<file path="config.mk">
export PLATFORM = sky130hd
export DESIGN_NAME = spram_fifo_sched
export DESIGN_NICKNAME = d
export VERILOG_FILES = /design/src/rtl/spram_fifo_sched.sv
export SDC_FILE = /design/constraint.sdc
export NUM_CORES = 1
export LEC_CHECK = 0
export CAP_MARGIN = 20
export CORE_UTILIZATION = 30
export DETAILED_ROUTE_END_ITERATION = 10
export GPL_TIMING_DRIVEN = 0
export PLACE_DENSITY = 0.64
export SYNTH_ARGS = -nofsm -noshare
export SYNTH_HDL_FRONTEND = slang
export SYNTH_SLANG_ARGS = --single-unit
export TNS_END_PERCENT = 1
</file>
<file path="constraint.sdc">
create_clock -name clk -period 3.92 [get_ports clk]
set_clock_uncertainty 0.15 [all_clocks]
set_input_delay 0.392 -clock clk [delete_from_list [all_inputs] [get_ports clk]]
set_output_delay 0.392 -clock clk [all_outputs]
set_load 0.005 [all_outputs]
</file>
<file path="src/rtl/spram_fifo_sched.sv">
// spram_fifo_sched: FIFO controller for a single-port RAM with 1-cycle read
// latency. Writes are staged in a small buffer, and the RAM port is
// arbitrated each cycle between draining that buffer and serving a read.
// A bounded read streak keeps a steady read stream from starving writes.
module spram_fifo_sched #(
  parameter int DATA_WIDTH    = 8,
  parameter int FIFO_DEPTH    = 32,
  parameter int ADDR_WIDTH    = $clog2(FIFO_DEPTH),
  parameter int WBUF_DEPTH    = 2,
  parameter int MAX_RD_STREAK = 4
) (
  input  logic                  clk,
  input  logic                  rst,
  input  logic                  wen,
  input  logic [DATA_WIDTH-1:0] wdata,
  output logic                  full,
  input  logic                  ren,
  output logic                  rack,
  output logic [DATA_WIDTH-1:0] rdata,
  output logic                  rvalid,
  output logic                  empty,
  output logic [ADDR_WIDTH:0]   count,
  output logic                  mem_en,
  output logic                  mem_we,
  output logic [ADDR_WIDTH-1:0] mem_addr,
  output logic [DATA_WIDTH-1:0] mem_wdata,
  input  logic [DATA_WIDTH-1:0] mem_rdata
);

  localparam int WC_W = $clog2(WBUF_DEPTH + 1);
  localparam int SK_W = (MAX_RD_STREAK > 0) ? $clog2(MAX_RD_STREAK + 1) : 1;

  localparam logic [WC_W-1:0]     WB_FULL = WC_W'(WBUF_DEPTH);
  localparam logic [SK_W-1:0]     SK_MAX  = SK_W'(MAX_RD_STREAK);
  localparam logic [ADDR_WIDTH+1:0] DEPTH_C = (ADDR_WIDTH+2)'(FIFO_DEPTH);

  // Control state
  logic [ADDR_WIDTH:0]   count_q, count_d;
  logic [ADDR_WIDTH-1:0] waddr_q, waddr_d;
  logic [ADDR_WIDTH-1:0] raddr_q, raddr_d;
  logic [WC_W-1:0]       wbuf_cnt_q, wbuf_cnt_d;
  logic [SK_W-1:0]       streak_q, streak_d;
  logic                  rvalid_q;

  // Staging buffer storage; entry 0 is always the oldest word
  logic [DATA_WIDTH-1:0] wbuf_q [WBUF_DEPTH];
  logic [DATA_WIDTH-1:0] wbuf_d [WBUF_DEPTH];

  logic                  cand_r, cand_w;
  logic                  grant_r, grant_w;
  logic                  push, pop;
  logic [WC_W-1:0]       wr_idx;
  logic [ADDR_WIDTH+1:0] occ;

  // Flags derived purely from registered state (a same-cycle drain earns no credit)
  always_comb begin
    occ   = {1'b0, count_q} + (ADDR_WIDTH+2)'(wbuf_cnt_q);
    empty = (count_q == '0);
    full  = (wbuf_cnt_q == WB_FULL) || (occ >= DEPTH_C);
    count = count_q;
  end

  // Port arbitration: reads win unless the buffer is full or the read streak is spent
  always_comb begin
    cand_r  = ren && !empty;
    cand_w  = (wbuf_cnt_q != '0);
    grant_w = cand_w && (!cand_r || (wbuf_cnt_q == WB_FULL) || (streak_q == SK_MAX));
    grant_r = cand_r && !grant_w;
    push    = wen && !full;
    pop     = grant_w;
  end

  // RAM port drive; address and write data are held at zero when idle
  always_comb begin
    mem_en    = grant_w || grant_r;
    mem_we    = grant_w;
    mem_addr  = '0;
    mem_wdata = '0;
    rack      = grant_r;
    if (grant_w) begin
      mem_addr  = waddr_q;
      mem_wdata = wbuf_q[0];
    end else if (grant_r) begin
      mem_addr  = raddr_q;
    end
    rvalid = rvalid_q;
    rdata  = rvalid_q ? mem_rdata : '0;
  end

  // Next-state for pointers, occupancy, staging count and read streak
  always_comb begin
    waddr_d    = waddr_q;
    raddr_d    = raddr_q;
    count_d    = count_q;
    wbuf_cnt_d = wbuf_cnt_q;
    streak_d   = streak_q;
    if (grant_w) begin
      waddr_d = waddr_q + ADDR_WIDTH'(1);
      count_d = count_q + (ADDR_WIDTH+1)'(1);
    end
    if (grant_r) begin
      raddr_d = raddr_q + ADDR_WIDTH'(1);
      count_d = count_q - (ADDR_WIDTH+1)'(1);
    end
    case ({push, pop})
      2'b10:   wbuf_cnt_d = wbuf_cnt_q + WC_W'(1);
      2'b01:   wbuf_cnt_d = wbuf_cnt_q - WC_W'(1);
      default: wbuf_cnt_d = wbuf_cnt_q;
    endcase
    // The streak only means something while a write is waiting
    if (grant_w || !cand_w) begin
      streak_d = '0;
    end else if (grant_r && (streak_q != SK_MAX)) begin
      streak_d = streak_q + SK_W'(1);
    end
  end

  // Staging buffer next contents: shift on pop, append behind the survivors on push
  always_comb begin
    wr_idx = wbuf_cnt_q - (pop ? WC_W'(1) : WC_W'(0));
    for (int i = 0; i < WBUF_DEPTH; i++) begin
      wbuf_d[i] = wbuf_q[i];
      if (pop) begin
        wbuf_d[i] = wbuf_q[(i + 1 < WBUF_DEPTH) ? i + 1 : i];
      end
      if (push && (wr_idx == WC_W'(i))) begin
        wbuf_d[i] = wdata;
      end
    end
  end

  // Control registers; reset discards everything and kills any in-flight rvalid
  always_ff @(posedge clk or posedge rst) begin
    if (rst) begin
      count_q    <= '0;
      waddr_q    <= '0;
      raddr_q    <= '0;
      wbuf_cnt_q <= '0;
      streak_q   <= '0;
      rvalid_q   <= 1'b0;
    end else begin
      count_q    <= count_d;
      waddr_q    <= waddr_d;
      raddr_q    <= raddr_d;
      wbuf_cnt_q <= wbuf_cnt_d;
      streak_q   <= streak_d;
      rvalid_q   <= grant_r;
    end
  end

  // Staging data registers; validity is tracked solely by wbuf_cnt_q
  always_ff @(posedge clk) begin
    for (int i = 0; i < WBUF_DEPTH; i++) begin
      wbuf_q[i] <= wbuf_d[i];
    end
  end

endmodule

</file>
# Word-level counts from Yosys, hierarchy flattened
# Memory sizes are Yosys's and may differ from the RTL's.
# Cells that the tools add are included.
[totals] regBits=22 ram_bits=16 inputBits=20 memories=1
[memory_table] memory="wbuf_q" words=2 width=8 read_ports=2 rd_ports_with_merged_regs=0 wr=2 line="46" source="logic [DATA_WIDTH-1:0] wbuf_q [WBUF_DEPTH];"
[op_classes] n_addsub=9 order_cmp=1 n_eq_ne=6 mux=13 n_reduce_logical=23
[ops] operator="$mux W8" count=5
[ops] operator="$mux W6" count=2
[ops] operator="$add A5 B1 Y5 const B" count=2
[ops] operator="$mux W5" count=2
[ops] operator="$reduce_bool A2 Y1" count=4
[ops] operator="$add A6 B2 Y7" count=1
[ops] operator="$ge A7 B6 Y1 const B" count=1
[ops] operator="$logic_and A1 B1 Y1" count=7
[ops] operator="$add A6 B1 Y6 const B" count=1
[ops] operator="$logic_not A6 Y1" count=1
[ops] operator="$mux W3" count=2
[ops] operator="$sub A6 B1 Y6 const B" count=1
[ops] operator="$logic_not A1 Y1" count=5
[ops] operator="$logic_or A1 B1 Y1" count=5
[ops] operator="$eq A2 B1 Y1 const B" count=2
[ops] operator="$eq A2 B2 Y1 const B" count=2
[ops] operator="$pmux W2 S2" count=1
[ops] operator="$add A3 B1 Y3 const B" count=1
[ops] operator="$eq A3 B3 Y1 const B" count=1
[ops] operator="$ne A3 B3 Y1 const B" count=1
[ops] operator="$add A2 B1 Y2 const B" count=1
[ops] operator="$logic_not A2 Y1" count=1
[ops] operator="$sub A2 B1 Y2" count=1
[ops] operator="$sub A2 B1 Y2 const B" count=1
[ops] operator="$mux W1" count=1

# Logic depth before layout (Yosys ltp)
[logic_depth] depth_word=12 depth_mapped=12 mapped_depth_nobuf=11

# Least setup slack after synthesis
# OpenSTA, ideal clock, no wires.
[synth_path] path_kind="register -> register" start="register count[0] (netlist name)" end="memory wbuf_q[1][2], in the netlist wbuf_q[0][10], enable pin" setup_ns=0.398 t_arrival_ns=2.588 required_time_ns=3.372 slack_ns=0.784 path_stages_with_launch=6 path_buffers=0 synth_period_minus_slack_ns=3.136 cell_sequence="dfrtp_1 -> ha_1 -> fa_1 -> or4b_1 -> o21ai_2 -> nor4b_1"
[synth_lines] element="to (decl)" line="46"

# Worst setup path in the final report
[layout_path] start="register count_q[5], in the netlist count[5]" end="output mem_wdata[5]"
[layout_between] elab_chain_len=8
[layout_lines] element="from (decl)" line="38" source="logic [ADDR_WIDTH:0] count_q, count_d;"
[layout_lines] element="from (signal assigned)" line="142" source="count_q <= count_d;"
[layout_lines] element="$logic_not A6 Y1" line="58" source="empty = (count_q == '0);"
[layout_lines] element="$logic_not A1 Y1" line="65" source="cand_r = ren && !empty;"
[layout_lines] element="$logic_and A1 B1 Y1" line="65"
[layout_lines] element="$logic_not A1 Y1" line="67" source="grant_w = cand_w && (!cand_r || (wbuf_cnt_q == WB_FULL) || (streak_q == SK_MAX));"
[layout_lines] element="$logic_or A1 B1 Y1 (2 in a row)" line="67"
[layout_lines] element="$logic_and A1 B1 Y1" line="67"
[layout_lines] element="$mux W8" line="80" source="if (grant_w) begin"
[layout_lines] element="to (decl)" line="26" source="output logic [DATA_WIDTH-1:0] mem_wdata,"
# Every way passes these cells.

==> reports/metrics.yaml <==
layout:
  drive_above_1_share_pct: 12.7
  fin_cells: 297
  utilization_pct: 42.2
  layout_common_cells: "clkdlybuf4s50_1, dfrtp_1, and2_1, edfxtp_1, xnor2_1"
  final_design_area_no_fill_sq_um: 2700
  final_common_cell: "clkdlybuf4s50_1"
  area_delta_synth_final_pct: 35.6
  fill_cells: 627
  antenna_cells: 0
  layout.nets: 252
yosys:
  synth-edff-count: 16
  async_flop_share_pct: 57.9
  ys_ff_latch: 38
  synth_mux_area_share_pct: 6.93
  synth_compound_area_share_pct: 6.17
  ys.flop_type: "dfrtp_1"
  netlist_area_sq_um: 1990
  yosys.area_share.simple_pct: 15.2
  ys_seq_area_share_pct: 51.9
  avgSynthCellArea_sq_um: 12.4
  synth_top_family_by_area: "simple AND/OR/NAND/NOR gates"
  synth_adder_area_share_pct: 8.94
  synth_xor_area_share_pct: 7.49
  syn_inst: 160
  yosysUniqueCellTypes: 31
  yosysWarningCount: 0
  syn_nets: 193
floorplanning:
  die_area_sq_um: 6950
  fp.dieW_microns: 83.4
  core_area_sq_um: 6390
  die_h_microns: 83.4
  rows: 29
  initial_core_util_pct: 31.1
  ioPinCount: 53
cts:
  htreeDepth: 2
  clock_sinks: 38
  cts_buffers: 5
  cts_root_buffer: "clkbuf_8"
  clockBufferDepth: 2
  cts_setup_buffers: 0
  cts_tree: "built"
  cts_hold_buf: 0
  cts_resized: 0
  path_clk_slew_ns: 0.08
  clk_latency_ns: 0.29
global_route:
  grt_max_degree: 23
  gr-total-overflow: 0
  grtUsageTotal_pct: 12.0
  antenna_found_initial: 0
  grt_pass1_vias: 1369
  grt_pass1_wl_microns: 6530
routing:
  first_pass_iters: 4
  dr.first_iter.drc_count: 61
  viasPerCell: 4.59
  drc: 0
  wl_per_cell_microns: 13.0
  vias: 1363
  postRouteAntennaNets: 0
  routed_wl_microns: 3860
timing:
  worst_pin_slew_ns: 0.969
  setup_violations: 0
  drv_slew: 0
  finalWorstSetupSlack_ns: 0.815
  tns_ns: 0
  whs_ns: 0.315
  rsz0062_at_grt: "no"
  max_slew_margin_pct: 35.3
  max_freq_mhz: 322
  hold_viol_final: 0
  period_minus_slack_ns: 3.10
  finalCritPeriodShare_pct: 79.2
worst_setup_path:
  worst_path_dominant_cell_family: "buffers and inverters"
  worstSetupStartpointType: "flop"
  arrival_ns: 2.56
  path_buf_inv: 2
  worstPathRequired_ns: 3.38
  cp_slowest_cell: "clkdlybuf4s50_1"
  critical_path_class: "reg2out"
  reg2regPathDepth: 5
  cp-end-kind: "output pin"
  critical-path-max-stage-delay_ns: 0.49
  crit_chain: "nor4_1 > nand3_1 > a41oi_2 > buf_2 > and2_1 > clkdlybuf4s50_1"
  r2r-end: "wbuf_q[0][13]"
  reg2reg_from: "count[0]"
  crit_fanout: 11
  rrSetupSlack_ns: 0.86
run:
  cap_violations: 0
power:
  powerDensity_nw_per_um2: 792
  total_power_mw: 2.13
  clkPwrFrac_pct: 12.3
  p_int_mw: 1.38
  irDropWorstVdd_mv: 0.367
  seq_power_share_pct: 34.5
  p_leak_nw: 1.09
  comb_power_share_pct: 53.2
  p_switching_mw: 0.751
  switching_share_pct: 35.2
status:
  run_status: "complete, no violations"
hold_path:
  min_to: "streak_q[0]"
  whs_path_depth: 1
  worstHoldStart: "streak_q[0]"
  min_path_type: "reg2reg"
placed_design:
  portBuffers: 52
  place_area_sq_um: 2610
  detailed_place_hpwl_microns: 2780
  dp_cells: 289
  gp_congestion: 0.719
  post-place-ws_ns: 0.806
-- flip-flops by register name, summed over array words and instances (netlist names) --
register and cells:
wbuf_q 16, count 6, raddr_q 5, waddr_q 5, streak_q 3, wbuf_cnt_q 2
rvalid 1
-- cells by family (layout without fill, tap and decap cells) --
logic type / after synthesis / after routing
flip-flops: 38 / 38
AO/OA/AOI/OAI: 16 / 16
buffers and inverters: 15 / 75
XOR/XNOR: 17 / 17
adder cells (fa/ha/maj): 13 / 13
AND/OR/NAND/NOR: 49 / 49
multiplexers: 12 / 12
-- routing by layer --
| layer | global-route usage [%] | vias to the layer above | part of all wire, % | wire (microns) |
|---|---|---|---|---|
| met5 | 0 | - | 0 | 0 |
| met4 | 6.11 | 0 | 1.5 | 58 |
| met3 | 2.78 | 5 | 5.1 | 198 |
| met2 | 19.3 | 38 | 47 | 1800 |
| met1 | 15.1 | 643 | 47 | 1800 |
| li1 | - | 677 | - | - |
-- cell type report --
cell class / count / area (sq um) / share of cell area, %
flip-flops and latches: 38 / 1030 / 38.3
multi-input cells: 107 / 895 / 33.2
repair buffers: 52 / 520 / 19.3
well taps: 77 / 96.3 / 3.57
clock buffers: 5 / 68.8 / 2.55
inverters: 10 / 37.5 / 1.39
plain buffers: 5 / 30.0 / 1.11
clock inverters: 3 / 16.3 / 0.604
-- Yosys cell counts (2+ instances only) --
| master | count | area share [%] |
|---|---|---|
| a22o_1 | 5 | 2.2 |
| buf_4 | 2 | 0.76 |
| dfrtp_1 | 22 | 28 |
| xnor2_1 | 12 | 5.3 |
| nand4_1 | 5 | 1.6 |
| ha_1 | 11 | 6.9 |
| a21oi_1 | 6 | 1.5 |
| fa_1 | 2 | 2.0 |
| nor2_1 | 9 | 1.7 |
| a21o_1 | 2 | 0.76 |
| edfxtp_1 | 16 | 24 |
| nand2b_1 | 2 | 0.63 |
| xor2_1 | 5 | 2.2 |
| nand2_1 | 5 | 0.94 |
| buf_2 | 3 | 0.76 |
| inv_1 | 10 | 1.9 |
| nand3_1 | 5 | 1.3 |
| mux2_2 | 10 | 5.7 |
| and2_1 | 16 | 5.0 |
-- power groups by stage --
| stage | clock network [mW] | logic, mW | registers [mW] |
|---|---|---|---|
| after floorplan | 0 | 0.699 | 0.712 |
| after global placement | 0 | 1.13 | 0.743 |
| after detailed placement | 0 | 1.15 | 0.746 |
| after CTS | 0.273 | 1.16 | 0.739 |
| after global routing | 0.289 | 1.26 | 0.764 |
| final | 0.263 | 1.14 | 0.735 |
-- worst max path at each step --
stage               depth (start not counted)  slack, ns             to      from
global route                                6       0.62   mem_wdata[4]  count[5]
global placement                            5       0.27  wbuf_q[0][15]  count[0]
CTS                                         6       0.76   mem_wdata[5]  count[5]
floorplan                                   5       0.78  wbuf_q[0][10]  count[0]
finish                                      6       0.82   mem_wdata[5]  count[5]
detailed placement                          5       0.81  wbuf_q[0][15]  count[0]
Power figures use the tool's default switching activity.
